--- config.mk ---
export PLATFORM = sky130hd
export DESIGN_NAME = memory_controller
export DESIGN_NICKNAME = d
export VERILOG_FILES = /design/src/rtl/memory_controller.sv
export SDC_FILE = /design/constraint.sdc
export NUM_CORES = 2
export LEC_CHECK = 0
export ABC_CLOCK_PERIOD_IN_PS = 12700
export BUFFER_PORTS_ARGS = -buffer_cell sky130_fd_sc_hd__buf_2
export CAP_MARGIN = 30
export CORE_UTILIZATION = 60
export CTS_CLUSTER_DIAMETER = 40
export DETAILED_ROUTE_END_ITERATION = 10
export HOLD_SLACK_MARGIN = 0.05
export PLACE_DENSITY = 0.76
export SLEW_MARGIN = 40
export SYNTH_ARGS = -nofsm -noshare
export SYNTH_HDL_FRONTEND = slang
export SYNTH_SLANG_ARGS = --single-unit
export TNS_END_PERCENT = 5
--- constraint.sdc ---
create_clock -name clock -period 12.7 [get_ports clock]
set_input_delay 1.27 -clock clock [delete_from_list [all_inputs] [get_ports clock]]
set_output_delay 1.27 -clock clock [all_outputs]
set_load 0.01 [all_outputs]
--- src/rtl/memory_controller.sv ---
// ---------------------------------------------------------------------------
// memory_controller
//
// Shared main-memory responder for two caches. Each cache presents a 33-bit
// request {write, data[15:0], address[15:0]} qualified by a level-sensitive
// ready line. Requests are served one at a time with round-robin arbitration
// and a fixed, configurable latency. Every response is a one-cycle pulse.
// A write also sends a one-cycle invalidate strobe, carrying the written
// address, to the *other* cache.
//
// Parameters
//   WORD_ADDR_BITS : number of word-index bits (array holds 2^N 16-bit words)
//   MEM_LATENCY    : BUSY cycles between accept and response (1..15)
//
// Ports
//   clock                      : rising-edge clock
//   reset                      : asynchronous, active-high reset
//   memory_request_0/1         : {op, wdata[15:0], addr[15:0]} from cache 0/1
//   memory_request_ready_0/1   : request valid, held until a response is seen
//   memory_response_0/1        : block data returned to cache 0/1
//   memory_response_ready_0/1  : one-cycle response pulse
//   invalidate_address_0/1     : address written by the other port
//   invalidate_valid_0/1       : one-cycle strobe qualifying the address
// ---------------------------------------------------------------------------
module memory_controller #(
   parameter int WORD_ADDR_BITS = 8,
   parameter int MEM_LATENCY    = 2
) (
   input  logic        clock,
   input  logic        reset,
   input  logic [32:0] memory_request_0,
   input  logic [32:0] memory_request_1,
   input  logic        memory_request_ready_0,
   input  logic        memory_request_ready_1,
   output logic [15:0] memory_response_0,
   output logic [15:0] memory_response_1,
   output logic        memory_response_ready_0,
   output logic        memory_response_ready_1,
   output logic [15:0] invalidate_address_0,
   output logic [15:0] invalidate_address_1,
   output logic        invalidate_valid_0,
   output logic        invalidate_valid_1
);

   typedef enum logic [1:0] {
      IDLE,
      BUSY,
      RESPOND
   } state_t;

   localparam int         DEPTH        = 1 << WORD_ADDR_BITS;
   localparam logic [3:0] LATENCY_LOAD = 4'(MEM_LATENCY);

   logic [15:0] memArray [DEPTH];

   state_t      state_q,      state_d;
   logic [3:0]  count_q,      count_d;
   logic [1:0]  armed_q,      armed_d;
   logic        lastGrant_q,  lastGrant_d;
   logic [32:0] req_q,        req_d;
   logic        port_q,       port_d;
   logic [15:0] resp0_q,      resp0_d;
   logic [15:0] resp1_q,      resp1_d;
   logic        respRdy0_q,   respRdy0_d;
   logic        respRdy1_q,   respRdy1_d;
   logic [15:0] invAddr0_q,   invAddr0_d;
   logic [15:0] invAddr1_q,   invAddr1_d;
   logic        invValid0_q,  invValid0_d;
   logic        invValid1_q,  invValid1_d;

   logic                      reqWrite;
   logic [15:0]               reqData;
   logic [15:0]               reqAddr;
   logic [WORD_ADDR_BITS-1:0] wordIdx;
   logic                      accessNow;
   logic [1:0]                eligible;
   logic                      grant;
   logic [15:0]               result;

   assign reqWrite  = req_q[32];
   assign reqData   = req_q[31:16];
   assign reqAddr   = req_q[15:0];
   assign wordIdx   = reqAddr[WORD_ADDR_BITS:1];
   assign accessNow = (state_q == BUSY) && (count_q == 4'd1);
   assign eligible  = {memory_request_ready_1 & armed_q[1],
                       memory_request_ready_0 & armed_q[0]};

   // Next-state logic. Response and invalidate pulses default to 0 so they
   // only live for the single cycle after the array access edge. A port is
   // re-armed whenever its ready line is seen low, which is what stops a
   // request that is still held high from being served a second time. In a
   // tie the port that did not win last time is granted.
   always_comb begin
      state_d     = state_q;
      count_d     = count_q;
      armed_d     = armed_q | ~{memory_request_ready_1, memory_request_ready_0};
      lastGrant_d = lastGrant_q;
      req_d       = req_q;
      port_d      = port_q;
      resp0_d     = resp0_q;
      resp1_d     = resp1_q;
      respRdy0_d  = 1'b0;
      respRdy1_d  = 1'b0;
      invAddr0_d  = invAddr0_q;
      invAddr1_d  = invAddr1_q;
      invValid0_d = 1'b0;
      invValid1_d = 1'b0;
      grant       = 1'b0;
      result      = 16'h0000;

      case (state_q)
         IDLE: begin
            if (|eligible) begin
               grant          = (&eligible) ? ~lastGrant_q : eligible[1];
               port_d         = grant;
               req_d          = grant ? memory_request_1 : memory_request_0;
               armed_d[grant] = 1'b0;
               lastGrant_d    = grant;
               count_d        = LATENCY_LOAD;
               state_d        = BUSY;
            end
         end

         BUSY: begin
            if (count_q == 4'd1) begin
               count_d = 4'd0;
               state_d = RESPOND;
               result  = reqWrite ? reqData : memArray[wordIdx];
               if (port_q == 1'b0) begin
                  resp0_d     = result;
                  respRdy0_d  = 1'b1;
                  invValid1_d = reqWrite;
                  if (reqWrite) begin
                     invAddr1_d = reqAddr;
                  end
               end else begin
                  resp1_d     = result;
                  respRdy1_d  = 1'b1;
                  invValid0_d = reqWrite;
                  if (reqWrite) begin
                     invAddr0_d = reqAddr;
                  end
               end
            end else begin
               count_d = count_q - 4'd1;
            end
         end

         RESPOND: begin
            state_d = IDLE;
         end

         default: begin
            state_d = IDLE;
         end
      endcase
   end

   // State and output registers. Reset is asynchronous, so an in-flight
   // transaction is dropped at once: state returns to IDLE before the array
   // update edge can arrive, and every output clears immediately.
   always_ff @(posedge clock or posedge reset) begin
      if (reset) begin
         state_q     <= IDLE;
         count_q     <= 4'd0;
         armed_q     <= 2'b11;
         lastGrant_q <= 1'b1;
         req_q       <= 33'd0;
         port_q      <= 1'b0;
         resp0_q     <= 16'h0000;
         resp1_q     <= 16'h0000;
         respRdy0_q  <= 1'b0;
         respRdy1_q  <= 1'b0;
         invAddr0_q  <= 16'h0000;
         invAddr1_q  <= 16'h0000;
         invValid0_q <= 1'b0;
         invValid1_q <= 1'b0;
      end else begin
         state_q     <= state_d;
         count_q     <= count_d;
         armed_q     <= armed_d;
         lastGrant_q <= lastGrant_d;
         req_q       <= req_d;
         port_q      <= port_d;
         resp0_q     <= resp0_d;
         resp1_q     <= resp1_d;
         respRdy0_q  <= respRdy0_d;
         respRdy1_q  <= respRdy1_d;
         invAddr0_q  <= invAddr0_d;
         invAddr1_q  <= invAddr1_d;
         invValid0_q <= invValid0_d;
         invValid1_q <= invValid1_d;
      end
   end

   // The storage array is deliberately not reset; it keeps its contents
   // across reset. The write is gated by the registered state, which reset
   // forces to IDLE, so an aborted write never lands.
   always_ff @(posedge clock) begin
      if (accessNow && reqWrite) begin
         memArray[wordIdx] <= reqData;
      end
   end

   assign memory_response_0       = resp0_q;
   assign memory_response_1       = resp1_q;
   assign memory_response_ready_0 = respRdy0_q;
   assign memory_response_ready_1 = respRdy1_q;
   assign invalidate_address_0    = invAddr0_q;
   assign invalidate_address_1    = invAddr1_q;
   assign invalidate_valid_0      = invValid0_q;
   assign invalidate_valid_1      = invValid1_q;

endmodule

==> Yosys cells after proc, flatten, opt, wreduce, memory -nomap -nowiden <==
Memories as Yosys holds them, arrays and structs flattened.
Index checks and enable logic that the tools add are counted.
{ "totals": {"ff_bits": 111, "ramBits": 4096, "out_inout_bits": 68, "mem_count": 1} }
{ "mem_list": {"columns": ["name", "words", "word_bits", "read_ports", "rd_ports_with_merged_regs", "write_ports", "line", "source"], "rows": [
  ["memArray", 256, 16, 1, 0, 1, "54", "logic [15:0] memArray [DEPTH];"]
]} }
{ "classes": {"add_sub_neg": 1, "magnitude_cmp": 2, "n_eq_ne": 4, "muxes": 27, "n_bitwise": 8, "n_reduce_logical": 14} }
{ "ops": {"columns": ["operator", "count"], "rows": [
  ["2-to-1 mux 33 bit", 1],
  ["2-to-1 mux 1 bit", 16],
  ["2-to-1 mux 16 bit", 1],
  ["2-to-1 mux 2 bit", 4],
  ["2-to-1 mux 4 bit", 2],
  ["one-hot mux 4 bit (2 select lines)", 1],
  ["AND reduction 2 bit", 4],
  ["AND reduction 4 bit", 2],
  ["AND reduction 3 bit", 2],
  ["== test 4 x 1 -> 1 bit (second input constant)", 1],
  ["NOT 2 bit", 2],
  ["one-hot mux 2 bit (2 select lines)", 1],
  ["subtractor 4 x 1 -> 4 bit (second input constant)", 1],
  ["logical AND 1 bit", 3],
  ["AND 1 bit", 2],
  ["AND 2 bit", 1],
  ["== test 2 x 1 -> 1 bit (second input constant)", 1],
  ["zero test 2 bit", 1],
  ["less-than comparator 1 x 2 -> 1 bit (second input constant)", 1],
  ["inequality test 2 x 1 -> 1 bit (second input constant)", 1],
  ["inequality test 2 bit (second input constant)", 1],
  ["NOT 1 bit", 2],
  ["bitwise OR 2 bit", 1],
  ["nonzero test 2 bit", 1],
  ["3 further kinds", 3]
]} }

==> Depth between registers and ports, before layout <==
{ "depth": {"word_depth": 11, "mapped_depth": 13, "mapped_depth_nobuf": 9} }

==> Worst setup path after synthesis <==
Ideal clock, no wire load.
{ "synth_path": {"path_type": "register to register", "from": "register req_q[16]", "to": "memory memArray[0][0], data pin", "setup_ps": 807, "arrival_ps": 3198, "required_ps": 11893, "path_slack_ps": 8695, "stages_incl_launch_ff": 1, "period_less_slack_ps": 4005, "cell_sequence": "dfrtp_1"} }
{ "synth_lines": {"columns": ["element", "line", "source"], "rows": [
  ["start, declared", "60", "logic [32:0] req_q, req_d;"],
  ["start signal, assigned", "183", "req_q <= req_d;"],
  ["end, declared", "54", null]
]} }
Straight into the memory's write port.

==> Worst setup path in the final report <==
{ "layout_path": {"from": "register req_q[1]", "to": "register resp0_q[0] (netlist: memory_response_0[0])"} }
{ "layout_via": {"elab_chain_cells": 2} }
{ "layout_lines": {"columns": ["element", "line", "source"], "rows": [
  ["memory read (256 x 16 bit)", null, null],
  ["2-to-1 mux 16 bit", "128", "result = reqWrite ? reqData : memArray[wordIdx];"],
  ["end signal, assigned", "185", "resp0_q <= resp0_d;"],
  ["end, declared", "62", "logic [15:0] resp0_q, resp0_d;"]
]} }
No other way between the ends.
A chain may end at the register's enable or synchronous reset.

==> flow_metrics.tcl <==
set metrics [dict create \
    netlist_instances 7558 \
    io_buffers 137 \
    ir_drop_mv 0.198 \
    seq_area_mm2 0.126 \
    p_sw_mw 15.3 \
    firstDrtPassIters 9 \
    r2r_end "memory_response_0[0]" \
    fin_nets 8241 \
    cts_made_buffers 472 \
    worstSetupPathType "reg -> reg" \
    path_cells "buf_12 -> buf_4 -> buf_4 -> mux4_2 -> mux4_2 -> mux2i_1 -> o21ai_1 -> o211ai_1 -> nand4_1 -> a22o_1" \
    share_comb_of_total_power_pct 29.3 \
    ys_warn_count 0 \
    rows 190 \
    drive_gt1_share_pct 28.7 \
    leakagePower_nw 60.3 \
    dp_hpwl_um 257000 \
    path_buf_inv 3 \
    die_area_mm2 0.273 \
    setup_viol 0 \
    fill_cells 15200 \
    p_sw_share_pct 33.3 \
    finalCritPeriodShare_pct 46.3 \
    clk_latency_ns 0.99 \
    cts_setup_buffers 0 \
    grtUsageTotal_pct 33.1 \
    routed_wl_um 450000 \
    hp-class "in -> async" \
    initial_core_util_pct 60.5 \
    syn-num-nets 7630 \
    layout_setup_ws_ns 6.83 \
    ant_nets 0 \
    mappedNetlistArea_mm2 0.162 \
    max-cap-violations 0 \
    seqPwrFrac_pct 39.5 \
    tightest_slew_ns 1.03 \
    final_max_slew_viol_count 0 \
    synth_ff_type "edfxtp_1" \
    path_depth 10 \
    layout_min_cycle_time_ns 5.87 \
    clock.fmax_mhz 170 \
    drtIter0Drc 13900 \
    fp.dieH_um 522 \
    rr_startpoint "req_q[1]" \
    power_density_mw_per_mm2 246 \
    path_clk_slew_ns 0.06 \
    final.setup.tns_ns 0 \
    final_util_pct 69.3 \
    crit_required_ns 13.58 \
    grt.overflow.total 0 \
    gp_congestion 0.915 \
    path_max_fanout 81 \
    multi_input_area_mm2 0.0346 \
    startpoint "req_q[1]" \
    core_mm2 0.268 \
    crit_family "buffers and inverters" \
    synth_edf_count 4096 \
    cp-end-kind "flip-flop" \
    setup.worst_path.end "memory_response_0[0]" \
    synth-seq-cells 4207 \
    p_total_mw 45.9 \
    cp-start-kind "flip-flop" \
    cts.repair.resized 0 \
    netlist-cell-type-count 62 \
    reg2reg_depth 10 \
    wl_per_cell_um 37.0 \
    grt_pass1_wl_um 629000 \
    area_delta_synth_final_pct 14.7 \
    synth.avg_cell_area_um2 21.5 \
    grt_max_degree 146 \
    power.internal_mw 30.6 \
    skew_ns 0.0744 \
    place_worst_setup_slack_ns 6.87 \
    cts_tree "done" \
    async_flop_share_pct 2.64 \
    grt_antenna_before_repair 21 \
    h-tree-depth 5 \
    clock_power_share_pct 31.2 \
    synth_seq_area_share_pct 77.5 \
    rsz0062_at_grt "false" \
    ctsHoldBuffers 0 \
    finalHoldViolCount 0 \
    slowest_stage "dfrtp_4" \
    grt_pass1_vias 83900 \
    die_w_um 522 \
    cts_root_buffer "clkbuf_16" \
    outcome "complete, but fails checks" \
    violations "design-rule violations" \
    via_count 84800 \
    cts_num_sinks 4207 \
    cpPeakStageDelay_ns 0.89 \
    rrSetupSlack_ns 6.83 \
    drc 4 \
    vias_per_cell 6.98 \
    arrival_ns 6.75 \
    whs_ns 0.323 \
    io_pins 138 \
    clk_path_buf_depth 4 \
    relSlewSlack_pct 31.0 \
]
[registers in the layout, summed over array words and instances (netlist names)]
name,flops
state_q,2
invalidate_valid_1,1
port_q,1
memory_response_0,16
lastGrant_q,1
invalidate_valid_0,1
memory_response_1,16
memory_response_ready_1,1
memArray,4096
armed_q,2
invalidate_address_0,16
req_q,33
memory_response_ready_0,1
invalidate_address_1,16
count_q,4
[area by class of cell]
class	count	share of cell area, %
sequential	4207	67.6
multi-input combinational	2903	18.6
clock buffer	537	6.56
timing repair buffer	573	2.46
tap	3552	2.39
clock inverter	341	2.33
inverter	12	0.0309
antenna	18	0.0242
[cells by family after synthesis]
kind of cell,share of synthesized area [%]
muxes,16.6
buffers and inverters,1.40
AOI/OAI and AO/OA,2.50
DFF,77.5
adders and majority gates,0.0154
and+or+nand+nor,2.00
[power by group through the flow]
| stage | clock [mW] | sequential [mW] | combinational (mW) |
|---|---|---|---|
| after detailed placement | 0 | 18.4 | 12.7 |
| after global routing | 14.9 | 18.1 | 13.7 |
| after CTS | 14.4 | 18.1 | 12.9 |
| final | 14.3 | 18.1 | 13.4 |
| after floorplan | 0 | 19.2 | 6.99 |
| after global placement | 0 | 18.5 | 12.3 |
[placed cells by master, fill, tap and decap left out, types with 32 or more instances in the layout]
cell type,instances
inv_6,43
nor2_1,263
clkbuf_16,476
nand3_1,78
mux4_2,892
clkinv_2,70
bufinv_16,81
dfrtp_1,86
o22ai_1,63
buf_4,366
a22oi_1,225
a21oi_1,102
buf_2,137
mux2_2,102
clkinv_1,54
clkinvlp_4,43
buf_6,32
clkbuf_1,55
mux2i_1,564
edfxtp_1,4096
nand2_1,276
[routing by layer]
metal	part of all wire (%)	up-vias	wire length [um]	GRT usage, %
met5	0.030	-	137	0
met4	6.6	20	29700	18.9
met3	14	1285	60700	8.69
met2	46	6997	209000	50.3
met1	33	43600	150000	44.0
li1	-	32800	-	-
[worst register-to-register path, cell delays in order (launching register included)]
cell and delay [ns]:
dfrtp_4 0.89, buf_12 0.66, buf_4 0.84, buf_4 0.75
mux4_2 0.64, mux4_2 0.52, mux2i_1 0.64, o21ai_1 0.12
o211ai_1 0.25, nand4_1 0.21, a22o_1 0.25
[metrics by stage]
| stage | instance area (um^2) | instances |
|---|---|---|
| 6_report | 186000 | 12100 |
| 5_1_grt | 186000 | 12100 |
| 4_1_cts | 186000 | 12100 |
| 3_5_place_dp | 169000 | 11200 |
| 3_3_place_gp | 169000 | 11200 |
| 2_1_floorplan | 162000 | 7558 |
[cells in the mapped netlist (all sizes together), types with 9 or more instances]
library cell	n	share of area (%)
o22ai	63	0.24
edfxtp	4096	76
o211ai	9	0.042
a41oi	32	0.17
mux2	103	0.71
nor2	295	0.68
mux2i	564	3.5
o21ai	48	0.15
inv	11	0.025
a22o	16	0.086
buf	297	1.0
mux4	892	12
a21oi	105	0.32
nand2	285	0.66
a22oi	225	1.0
nor2b	17	0.066
nand3	86	0.27
dfrtp	108	1.7
nand2b	19	0.073
or4	12	0.056
a211oi	20	0.12
nor4	17	0.069
nor3	11	0.034
clkbuf	139	0.32
[worst min path at each step]
stage,endpoint,slack (ns),depth (start not counted)
2_1_floorplan,armed_q[1],0.44,2
3_3_place_gp,armed_q[1],0.45,2
3_5_place_dp,armed_q[1],0.47,2
4_1_cts,armed_q[1],0.45,2
5_1_grt,req_q[23],0.38,2
6_report,invalidate_address_0[10],0.32,2
Note: power is estimated with default switching activity, not from simulation.
